<file path="src/rtl/axil_times_table_reader.sv">
`default_nettype none
// ============================================================================
//  Module      : axil_times_table_reader
//  Description : AXI4-Lite read master that looks up a*b in a memory-mapped
//                times table. A request latches the operands, one AR/R read
//                of word BASE_ADDR + ({a,b} << 2) is issued, and the product
//                is returned with a one-cycle valid pulse and an error flag
//                (SLVERR/DECERR response or response timeout).
//  Revision    : 1.0 - initial release
// ----------------------------------------------------------------------------
//  Parameters
//    A_W       operand a width
//    B_W       operand b width
//    RES_W     result width, equal to A_W+B_W
//    ADDR_W    AXI address width
//    DATA_W    AXI read-data width, at least RES_W
//    BASE_ADDR table base byte address (word aligned)
//    TIMEOUT   maximum cycles spent waiting for RVALID after the AR handshake
//  Ports
//    clk          system clock, rising edge
//    rst          asynchronous active-low reset
//    a, b         operands, sampled when read & read_ready
//    read         lookup request
//    read_ready   high only while idle
//    result       product, held until the next lookup completes
//    result_valid one-cycle pulse when result/result_err update
//    result_err   1 = error response or timeout on that lookup
//    araddr/arvalid/arready            AXI4-Lite read address channel
//    rdata/rresp/rvalid/rready         AXI4-Lite read data channel
// ============================================================================
module axil_times_table_reader #(
    parameter int                A_W       = 3,
    parameter int                B_W       = 3,
    parameter int                RES_W     = 6,
    parameter int                ADDR_W    = 32,
    parameter int                DATA_W    = 32,
    parameter logic [ADDR_W-1:0] BASE_ADDR = '0,
    parameter int                TIMEOUT   = 16
) (
    input  logic              clk,
    input  logic              rst,
    input  logic [A_W-1:0]    a,
    input  logic [B_W-1:0]    b,
    input  logic              read,
    output logic              read_ready,
    output logic [RES_W-1:0]  result,
    output logic              result_valid,
    output logic              result_err,
    output logic [ADDR_W-1:0] araddr,
    output logic              arvalid,
    input  logic              arready,
    input  logic [DATA_W-1:0] rdata,
    input  logic [1:0]        rresp,
    input  logic              rvalid,
    output logic              rready
);

    // Counter holds 0..TIMEOUT-1 while in DATA; sized with headroom.
    localparam int                 c_CNT_W    = $clog2(TIMEOUT + 1);
    localparam logic [c_CNT_W-1:0] c_CNT_LAST = c_CNT_W'(TIMEOUT - 1);
    localparam logic [1:0]         c_RESP_OK  = 2'b00;

    typedef enum logic [1:0] {
        S_IDLE  = 2'd0,
        S_ADDR  = 2'd1,
        S_DATA  = 2'd2,
        S_DRAIN = 2'd3
    } state_t;

    state_t             r_state;
    logic [c_CNT_W-1:0] r_cnt;
    logic               r_read_ready;
    logic [RES_W-1:0]   r_result;
    logic               r_result_valid;
    logic               r_result_err;
    logic [ADDR_W-1:0]  r_araddr;
    logic               r_arvalid;
    logic               r_rready;

    // Word address of table entry {a,b}; the sum wraps modulo 2^ADDR_W.
    logic [ADDR_W-1:0]  w_lookup_addr;
    assign w_lookup_addr = BASE_ADDR + (ADDR_W'({a, b}) << 2);

    // Table entries only carry RES_W meaningful bits; the rest of the
    // beat is deliberately dropped.
    generate
        if (DATA_W > RES_W) begin : g_rdata_upper
            logic w_rdata_unused;
            assign w_rdata_unused = ^rdata[DATA_W-1:RES_W];
        end
    endgenerate

    always_ff @(posedge clk or negedge rst) begin
        if (!rst) begin
            r_state        <= S_IDLE;
            r_cnt          <= '0;
            r_read_ready   <= 1'b1;
            r_result       <= '0;
            r_result_valid <= 1'b0;
            r_result_err   <= 1'b0;
            r_araddr       <= '0;
            r_arvalid      <= 1'b0;
            r_rready       <= 1'b0;
        end else begin
            r_result_valid <= 1'b0;
            case (r_state)
                S_IDLE: begin
                    if (read) begin
                        r_araddr     <= w_lookup_addr;
                        r_arvalid    <= 1'b1;
                        r_read_ready <= 1'b0;
                        r_state      <= S_ADDR;
                    end
                end

                S_ADDR: begin
                    // araddr/arvalid are only touched here on the handshake,
                    // so they stay stable under backpressure.
                    if (arready) begin
                        r_arvalid <= 1'b0;
                        r_rready  <= 1'b1;
                        r_cnt     <= '0;
                        r_state   <= S_DATA;
                    end
                end

                S_DATA: begin
                    // A beat arriving in the last allowed cycle still wins
                    // over the timeout.
                    if (rvalid) begin
                        r_rready       <= 1'b0;
                        r_result_valid <= 1'b1;
                        r_read_ready   <= 1'b1;
                        r_state        <= S_IDLE;
                        if (rresp == c_RESP_OK) begin
                            r_result     <= rdata[RES_W-1:0];
                            r_result_err <= 1'b0;
                        end else begin
                            r_result     <= '0;
                            r_result_err <= 1'b1;
                        end
                    end else if (r_cnt == c_CNT_LAST) begin
                        // Report the failure now, but keep rready high so the
                        // late beat is consumed before the next request.
                        r_result       <= '0;
                        r_result_err   <= 1'b1;
                        r_result_valid <= 1'b1;
                        r_state        <= S_DRAIN;
                    end else begin
                        r_cnt <= r_cnt + 1'b1;
                    end
                end

                S_DRAIN: begin
                    if (rvalid) begin
                        r_rready     <= 1'b0;
                        r_read_ready <= 1'b1;
                        r_state      <= S_IDLE;
                    end
                end

                default: begin
                    r_arvalid    <= 1'b0;
                    r_rready     <= 1'b0;
                    r_read_ready <= 1'b1;
                    r_state      <= S_IDLE;
                end
            endcase
        end
    end

    assign read_ready   = r_read_ready;
    assign result       = r_result;
    assign result_valid = r_result_valid;
    assign result_err   = r_result_err;
    assign araddr       = r_araddr;
    assign arvalid      = r_arvalid;
    assign rready       = r_rready;

endmodule
`default_nettype wire

</file>
<file path="config.mk">
export PLATFORM = sky130hd
export DESIGN_NAME = axil_times_table_reader
export DESIGN_NICKNAME = d
export VERILOG_FILES = /design/src/rtl/axil_times_table_reader.sv
export SDC_FILE = /design/constraint.sdc
export NUM_CORES = 1
export LEC_CHECK = 0
export ABC_AREA = 0
export ABC_CLOCK_PERIOD_IN_PS = 2480
export CELL_PAD_IN_SITES_DETAIL_PLACEMENT = 1
export CELL_PAD_IN_SITES_GLOBAL_PLACEMENT = 2
export CORE_UTILIZATION = 33
export CTS_CLUSTER_DIAMETER = 40
export DETAILED_ROUTE_END_ITERATION = 16
export DONT_BUFFER_PORTS = 1
export GPL_TIMING_DRIVEN = 0
export PLACE_DENSITY_LB_ADDON = 0.1
export SLEW_MARGIN = 20
export SYNTH_ARGS = -nofsm -noshare
export SYNTH_HDL_FRONTEND = slang
export SYNTH_SLANG_ARGS = --single-unit
export TNS_END_PERCENT = 5
</file>
<file path="constraint.sdc">
create_clock -name clk -period 2.48 [get_ports clk]
set_input_delay 0.496 -clock clk [delete_from_list [all_inputs] [get_ports clk]]
set_output_delay 0.496 -clock clk [all_outputs]
set_load 0.03 [all_outputs]
</file>
==> metrics.md, run 1 <==
| Metric | Value |
|---|---|
| Global-route usage over all layers | 12.78% |
| Fraction of synthesized cell area in xor and xnor cells | 0.7157% |
| Number of standard cells after synthesis | 108 |
| Achievable frequency | 515.6 MHz |
| Top cells by area, synth | sky130_fd_sc_hd__dfrtp_1, sky130_fd_sc_hd__buf_4, sky130_fd_sc_hd__a22o_1 |
| Global route overflow | 0 |
| RSZ-0062 raised after global routing | no |
| Area added between synthesis and finish | 18.61% |
| Die extent in x | 62.90 um |
| Transition at the pin with the smallest max-transition slack | 0.5824 ns |
| Critical path data required time | between 2 and 3 ns |
| Post-synth top area cell | sky130_fd_sc_hd__dfrtp_1 |
| Reg2reg end | r_cnt[0] |
| Simple-Gate Fraction of Synth Area | 8.589% |
| Count of pins on the block boundary | 88 |
| Setup slack of the most critical reg-to-reg path | 0.54 ns |
| Sequential fraction of the synthesis area | 49.18% |
| Setup TNS | 0 ns |
| Type of origin of the critical path | register |
| Hold-fix buffers at CTS | 1 |
| Switching component of the power | 0.0007325 W |
| Async set or reset register ratio after synthesis | 100.0% |
| Count of max-cap constraint violations | 0 |
| Final Max Tran Viols | 0 |
| Count of different cell masters after synthesis | 27 |
| Final core utilization | 42.17% |
| Clock-pin slew on the worst setup and hold paths | 0.09 ns |
| Last weighted congestion value of the routability-driven placer | 0.7202 |
| Final Cycle Share | around four fifths |
| Combinational family with the most area after synthesis | buffers and inverters |
| Number of instances resized during post-cts repair | 0 |
| Area inside the core boundary | 3442 um^2 |
| Reg-to-reg critical path startpoint | r_cnt[0] |
| Setup Viol. Count Final | 0 |
| Post-CTS Setup Inserts | 0 |
| Final WL | 2.325 mm |
| Setup crit end kind | register |
| Comb pwr share | roughly a quarter |
| Depth of the worst register-to-register path | 6 |
| Worst relative slew slack | 60.91% |
| Proportion of power drawn by flip-flops and latches | a little over half |
| Total number of placement rows | 21 |
| Netlist Area Pre-Place | between 1000 and 1500 um^2 |
| Diode count | 0 |
| Input/output buffers | 0 |
| Flops & latches, synth | 24 |
| Effective utilization at floorplan | between 30 and 40% |
| Fraction of final layout cells with drive strength greater than 1 | 31.88% |
| Clock sink count | 24 |
| Root buffer cell | sky130_fd_sc_hd__clkbuf_8 |
| Initial antenna violation count | 0 |
| Global-route wire length before repair | 4.002 mm |
| Number of search-and-repair iterations in the first detailed-routing pass | 3 |
| Insertion delay of the later-clocked pin in the worst-skew pair | between 0.2 and 0.3 ns |
| Via count of the first global-routing pass | 846 |
| Compound-gate portion of the synthesized area | 11.04% |
| Mux contribution to synthesized area | approximately 7.6% |
| Yosys warning total | 0 |
| Prevailing post-synth register cell | sky130_fd_sc_hd__dfrtp_1 |
| Share of synthesized cell area in full adder, half adder and majority cells | under 10% |
| CTS Buf Count | 3 |
| Post-detailed-route via-to-cell ratio | 4.359 |
| Class of the tightest hold or removal check | in2async |
| Detailed Place HPWL | 1.734 mm |
| Mean routed wirelength per cell | 12.64 um |
| Endpoints failing hold | 0 |
| Power density over cell area | 1193 nW/um^2 |
| Area enclosed by the die boundary | 3956 um^2 |
| Classification of the worst setup path | reg2reg |
| Post-detailed-route count of antenna-violating nets | 0 |
| Vertical die dimension | 62.90 um |
| Clock tree buffer depth | 2 |
| Result of the run | completed |
| Power share of the clock group | slightly below 20% |
| Switching power as a share of total power | a little over two fifths |
| Pin count of the biggest net entering global routing | 24 |
| Avg Synthesized Cell Area | 11.33 um^2 |
| Arrival time at the worst endpoint | 2.10 ns |
| Fraction of post-synthesis cell area in the top cell type by area | 47.03% |
| Post-Route Skew | 0.003162 ns |
| Number of synthesized flops with an enable pin | 0 |
| Peak supply drop | 0.4117 mV |
| Clock tree from TritonCTS | yes |
| Internal power contribution | 0.0009988 W |
| Post-layout min period | 1.940 ns |
| Post-layout nets | between 150 and 200 |
| Iter 0 DRT Violations | 25 |
| Largest driver fanout on the critical path | 6 |
| H-tree levels | 1 |
| Leakage Power | 0.7697 nW |
| Post-route DRC | 0 |
| Count of vias placed by the detailed router | around 800 |
## layer usage
layer	wire (um)	track usage [%]	part of all wire [%]	vias up
met5	0	0	0	-
met4	40	6.105	1.7	0
met3	177	2.737	7.6	4
met2	1105	22.04	48	43
met1	1001	14.87	43	386
li1	-	-	-	369
## through the flow
stage / instance area (um^2) / worst slack, ns / hold WS [ns] / power (W) / std cells
after global routing: 1451 / 0.3964 / 0.04389 / 0.001838 / 184
final: 1451 / 0.5405 / 0.06114 / 0.001731 / 184
after detailed placement: 1375 / 0.5361 / 0.2011 / 0.001397 / 179
after CTS: 1456 / 0.5203 / 0.05439 / 0.001752 / 184
after global placement: 1375 / 0.5398 / 0.2010 / 0.001376 / 179
after floorplan: 1318 / 0.6900 / 0.2004 / 0.001305 / 133
## cells in the mapped netlist, types with 2 or more instances
| cell | instances |
|---|---|
| sky130_fd_sc_hd__nor2_1 | 2 |
| sky130_fd_sc_hd__inv_1 | 8 |
| sky130_fd_sc_hd__dfrtp_1 | 23 |
| sky130_fd_sc_hd__mux2_2 | 6 |
| sky130_fd_sc_hd__o21ai_0 | 6 |
| sky130_fd_sc_hd__buf_6 | 2 |
| sky130_fd_sc_hd__a22o_1 | 9 |
| sky130_fd_sc_hd__and3_1 | 2 |
| sky130_fd_sc_hd__ha_1 | 2 |
| sky130_fd_sc_hd__buf_4 | 26 |
| sky130_fd_sc_hd__nand2_1 | 4 |
| sky130_fd_sc_hd__a21oi_1 | 3 |
## placed cells by master, fill, tap and decap left out, types with 2 or more instances in the layout
cell                       netlist  routed
sky130_fd_sc_hd__nor2_1          2       2
sky130_fd_sc_hd__buf_4          26      26
sky130_fd_sc_hd__clkbuf_8        0       3
sky130_fd_sc_hd__inv_1           8       8
sky130_fd_sc_hd__mux2_2          6       6
sky130_fd_sc_hd__ha_1            2       2
sky130_fd_sc_hd__dfrtp_1        23      23
sky130_fd_sc_hd__o21ai_0         6       6
sky130_fd_sc_hd__a22o_1          9       9
sky130_fd_sc_hd__conb_1          1      26
sky130_fd_sc_hd__nand2_1         4       4
sky130_fd_sc_hd__and3_1          2       2
sky130_fd_sc_hd__buf_6           2       2
sky130_fd_sc_hd__a21oi_1         3       3
## worst max-delay path: stages (launching register included)
cell and delay, ns:
sky130_fd_sc_hd__dfrtp_1 0.41, sky130_fd_sc_hd__ha_1 0.21, sky130_fd_sc_hd__and3_1 0.18, sky130_fd_sc_hd__ha_1 0.23, sky130_fd_sc_hd__nor4b_4 0.39, sky130_fd_sc_hd__nor2b_2 0.12
sky130_fd_sc_hd__mux2_4 0.27
## how the worst max path moves through the flow
stage	startpoint	end	slack (ns)	depth (start not counted)
finish	r_cnt[0]	r_cnt[0]	0.54	6
global route	r_cnt[0]	r_cnt[0]	0.40	6
CTS	r_cnt[0]	r_cnt[0]	0.52	6
detailed placement	r_cnt[0]	r_cnt[0]	0.54	6
global placement	r_cnt[0]	r_cnt[0]	0.54	6
floorplan	r_cnt[0]	r_cnt[0]	0.69	6
## power groups by stage
stage	Combinational [W]	Sequential (W)	Clock, W
6_report	0.000447	0.000944	0.000341
4_1_cts	0.000453	0.000947	0.000353
3_3_place_gp	0.000429	0.000948	0
3_5_place_dp	0.000440	0.000957	0
5_1_grt	0.000503	0.000968	0.000368
2_1_floorplan	0.000385	0.000919	0
## cell type report
class	instances	area [um^2]
clock buffer	3	41.29
fill	403	1991
sequential	24	601.8
inverter	8	30.03
buffer	29	221.5
tap	46	57.56
clock inverter	1	30.03
timing repair buffer	1	5.005
multi-input combinational	72	464.2
## flip-flops by register name, summed over array words and instances (netlist names)
register	count
r_state	2
araddr	6
result_err	1
rready	1
result	6
result_valid	1
read_ready	1
r_cnt	5
arvalid	1
## cell families after synthesis
kind of cell,count (synthesis)
other,1
flip-flops,24
AND/OR/NAND/NOR,15
XOR/XNOR,1
adder cells (fa/ha/maj),2
buffers and inverters,37
multiplexers,8
AO/OA/AOI/OAI,20
No activity file was read; power rests on OpenSTA's default activity.
==> run 2: changes to the inputs <==
ABC_CLOCK_PERIOD_IN_PS = 2009   (was 2480)
clock period = 2.01 ns   (was 2.48 ns; I/O delays follow)
==> run 2 against run 1 <==
Effect of this change: sequential power up 23%; total power up 25%; highest routed layer unchanged; largest cell class unchanged; clock skew about the same.
==> metrics.md, run 2 (synthesized netlist as in run 1, its figures left out) <==
| Metric | Value |
|---|---|
| Last weighted congestion value of the routability-driven placer | 0.7202 (unchanged) |
| Area inside the core boundary | 3442 um^2 (unchanged) |
| Setup crit end kind | register |
| Effective utilization at floorplan | 35.55% (unchanged) |
| Area added between synthesis and finish | 22.19% |
| Root buffer cell | sky130_fd_sc_hd__clkbuf_8 |
| Peak supply drop | 0.5079 mV (+23%) |
| Number of instances in the placed design | 179 (unchanged) |
| H-tree levels | 1 (unchanged) |
| Number of search-and-repair iterations in the first detailed-routing pass | 3 (unchanged) |
| Clock sink count | 24 (unchanged) |
| Type of origin of the critical path | register |
| Metal3 WL | 173 um (-2.3%) |
| Leakage Power | 0.7906 nW (+2.7%) |
| Final Cycle Share | 93.95% (+16 points) |
| Global-route usage over all layers | 12.67% (-0.12 points) |
| Filler cells | 404 (+0.25%) |
| Diode count | 0 (unchanged) |
| Input/output buffers | 0 (unchanged) |
| Via count of the first global-routing pass | 844 (-0.24%) |
| Met2 Wirelength | 1.137 mm (+2.9%) |
| Clock-pin slew on the worst setup and hold paths | 0.09 ns (about the same) |
| Initial antenna violation count | 0 (unchanged) |
| Post-detailed-route count of antenna-violating nets | 0 (unchanged) |
| Clock tree buffer depth | 2 (unchanged) |
| Post-Route Skew | 0.002691 ns (-0.0004709 ns) |
| Largest driver fanout on the critical path | 4 (-2) |
| Iter 0 DRT Violations | 24 (-4.0%) |
| Detailed Place HPWL | 1.734 mm (unchanged) |
| Sum of routed wire segments on met1 | 990 um (-1.1%) |
| Result of the run | completed |
| Fraction of final layout cells with drive strength greater than 1 | 33.33% (+1.4 points) |
| Count of pins on the block boundary | 88 (unchanged) |
| Endpoints failing hold | 0 (unchanged) |
| Insertion delay of the later-clocked pin in the worst-skew pair | 0.26 ns (about the same) |
| Achievable frequency | 529.5 MHz (+2.7%) |
| Final Max Tran Viols | 0 (unchanged) |
| Power density over cell area | 1442 nW/um^2 (+21%) |
| Highest metal layer used by the detailed router | met4 |
| Worst relative slew slack | 62.39% (+1.5 points) |
| Count of vias placed by the detailed router | 817 (+1.9%) |
| Pin count of the biggest net entering global routing | 25 (+4.2%) |
| Post-route DRC | 0 (unchanged) |
| Area enclosed by the die boundary | 3956 um^2 (unchanged) |
| Post-route non-filler standard cell count | 187 (+1.6%) |
| RSZ-0062 raised after global routing | no |
| Classification of the worst setup path | reg2reg |
| Most frequent standard cell in the layout excluding fill and tap cells | sky130_fd_sc_hd__buf_4 |
| Critical path data required time | 2.17 ns (-0.47 ns) |
| Setup Viol. Count Final | 0 (unchanged) |
| Die extent in x | 62.90 um (unchanged) |
| Transition at the pin with the smallest max-transition slack | 0.5617 ns (-0.02068 ns) |
| Mean routed wirelength per cell | 12.52 um (-0.88%) |
| Post-layout min period | 1.888 ns (-0.05109 ns) |
| Clock tree from TritonCTS | yes |
| Count of max-cap constraint violations | 0 (unchanged) |
| Global route overflow | 0 (unchanged) |
| Post-detailed-route via-to-cell ratio | 4.369 (+0.24%) |
| Vertical die dimension | 62.90 um (unchanged) |
| Arrival time at the worst endpoint | 2.05 ns (-0.05 ns) |
| Class of the tightest hold or removal check | in2reg |
| Post-layout nets | 189 (+1.6%) |
| CTS Buf Count | 3 (unchanged) |
| Setup TNS | 0 ns (unchanged) |
| Total number of placement rows | 21 (unchanged) |
| Global-route wire length before repair | 3.974 mm (-0.70%) |
| Final WL | 2.342 mm (+0.73%) |
| Most frequent cells in the layout | sky130_fd_sc_hd__buf_4, sky130_fd_sc_hd__conb_1, sky130_fd_sc_hd__dfrtp_1 |
## run 2: changes by cell type in the layout (fill, tap and decap cells not counted)
cell / before / now
sky130_fd_sc_hd__buf_2: 1 / 0
sky130_fd_sc_hd__o21ai_2: 0 / 1
sky130_fd_sc_hd__dlygate4sd3_1: 0 / 1
sky130_fd_sc_hd__buf_12: 0 / 1
sky130_fd_sc_hd__o21ai_1: 1 / 0
sky130_fd_sc_hd__buf_4: 26 / 28
## run 2: area by class of cell
type	instances	area (um^2)	area share (%)
Timing Repair Buffer	4	45.04	3.013
Buffer	29	221.5	14.81
Clock inverter	1	30.03	2.008
Multi-Input combinational cell	72	467.9	31.30
Sequential cell	24	601.8	40.25
Inverter	8	30.03	2.008
Tap cell	46	57.56	3.849
Clock buffer	3	41.29	2.762
## run 2: report_power, final
| part | leakage (nW) | switching (W) | internal, W | total (W) |
|---|---|---|---|---|
| clock | 0.0357 | 0.000155 | 0.000266 | 0.000421 |
| combinational | 0.455 | 0.000279 | 0.000293 | 0.000572 |
| sequential | 0.300 | 0.000475 | 0.000689 | 0.00116 |
| total | 0.791 | 0.000908 | 0.00125 | 0.00216 |
## run 2: layer usage
layer,global-route usage (%),vias up
met5,0,-
met4,6.105,0
met3,2.737,4
met2,21.64,43
met1,14.87,392
li1,-,378
## run 2: critical path, cell delays in order, from the launching register on
cell and delay [ns]:
sky130_fd_sc_hd__dfrtp_1 0.41, sky130_fd_sc_hd__ha_1 0.21, sky130_fd_sc_hd__and3_1 0.18, sky130_fd_sc_hd__ha_1 0.24, sky130_fd_sc_hd__nor4b_4 0.35, sky130_fd_sc_hd__nor2b_2 0.11, sky130_fd_sc_hd__mux2_4 0.27
## run 2: worst paths after layout
kind | startpoint | end | slack, ns | cells past startpoint
min in group asynchronous | rst | result_valid | 0.55 | 2
max in group asynchronous | rst | read_ready | 1.24 | 2
worst min register to register | r_cnt[2] | r_cnt[2] | 0.51 | 1
worst min-delay path | rvalid | r_state[1] | 0.23 | 1
worst max-delay path | r_cnt[0] | r_cnt[0] | 0.12 | 6
worst max register to register | r_cnt[0] | r_cnt[0] | 0.12 | 6
## run 2: per-stage QoR
stage | util, % | setup slack, ns | hold WS, ns | power, W | instance area [um^2]
CTS | 42.89 | 0.05032 | 0.2293 | 0.002168 | 1476
global placement | 39.95 | 0.06983 | 0.1070 | 0.001698 | 1375
detailed placement | 39.95 | 0.06615 | 0.1071 | 0.001723 | 1375
finish | 43.44 | 0.1216 | 0.2318 | 0.002156 | 1495
global route | 43.44 | 0.005073 | 0.2336 | 0.002288 | 1495
floorplan | - | 0.2200 | 0.1064 | 0.001610 | 1318
## run 2: timing repair
| item | CTS | global route |
|---|---|---|
| hold buffers | 2 | 0 |
| hold endpoints to repair | 24 | 0 |
| resized for setup | 0 | 1 |
| setup endpoints to repair | 0 | 8 |
| setup buffers | 0 | 2 |
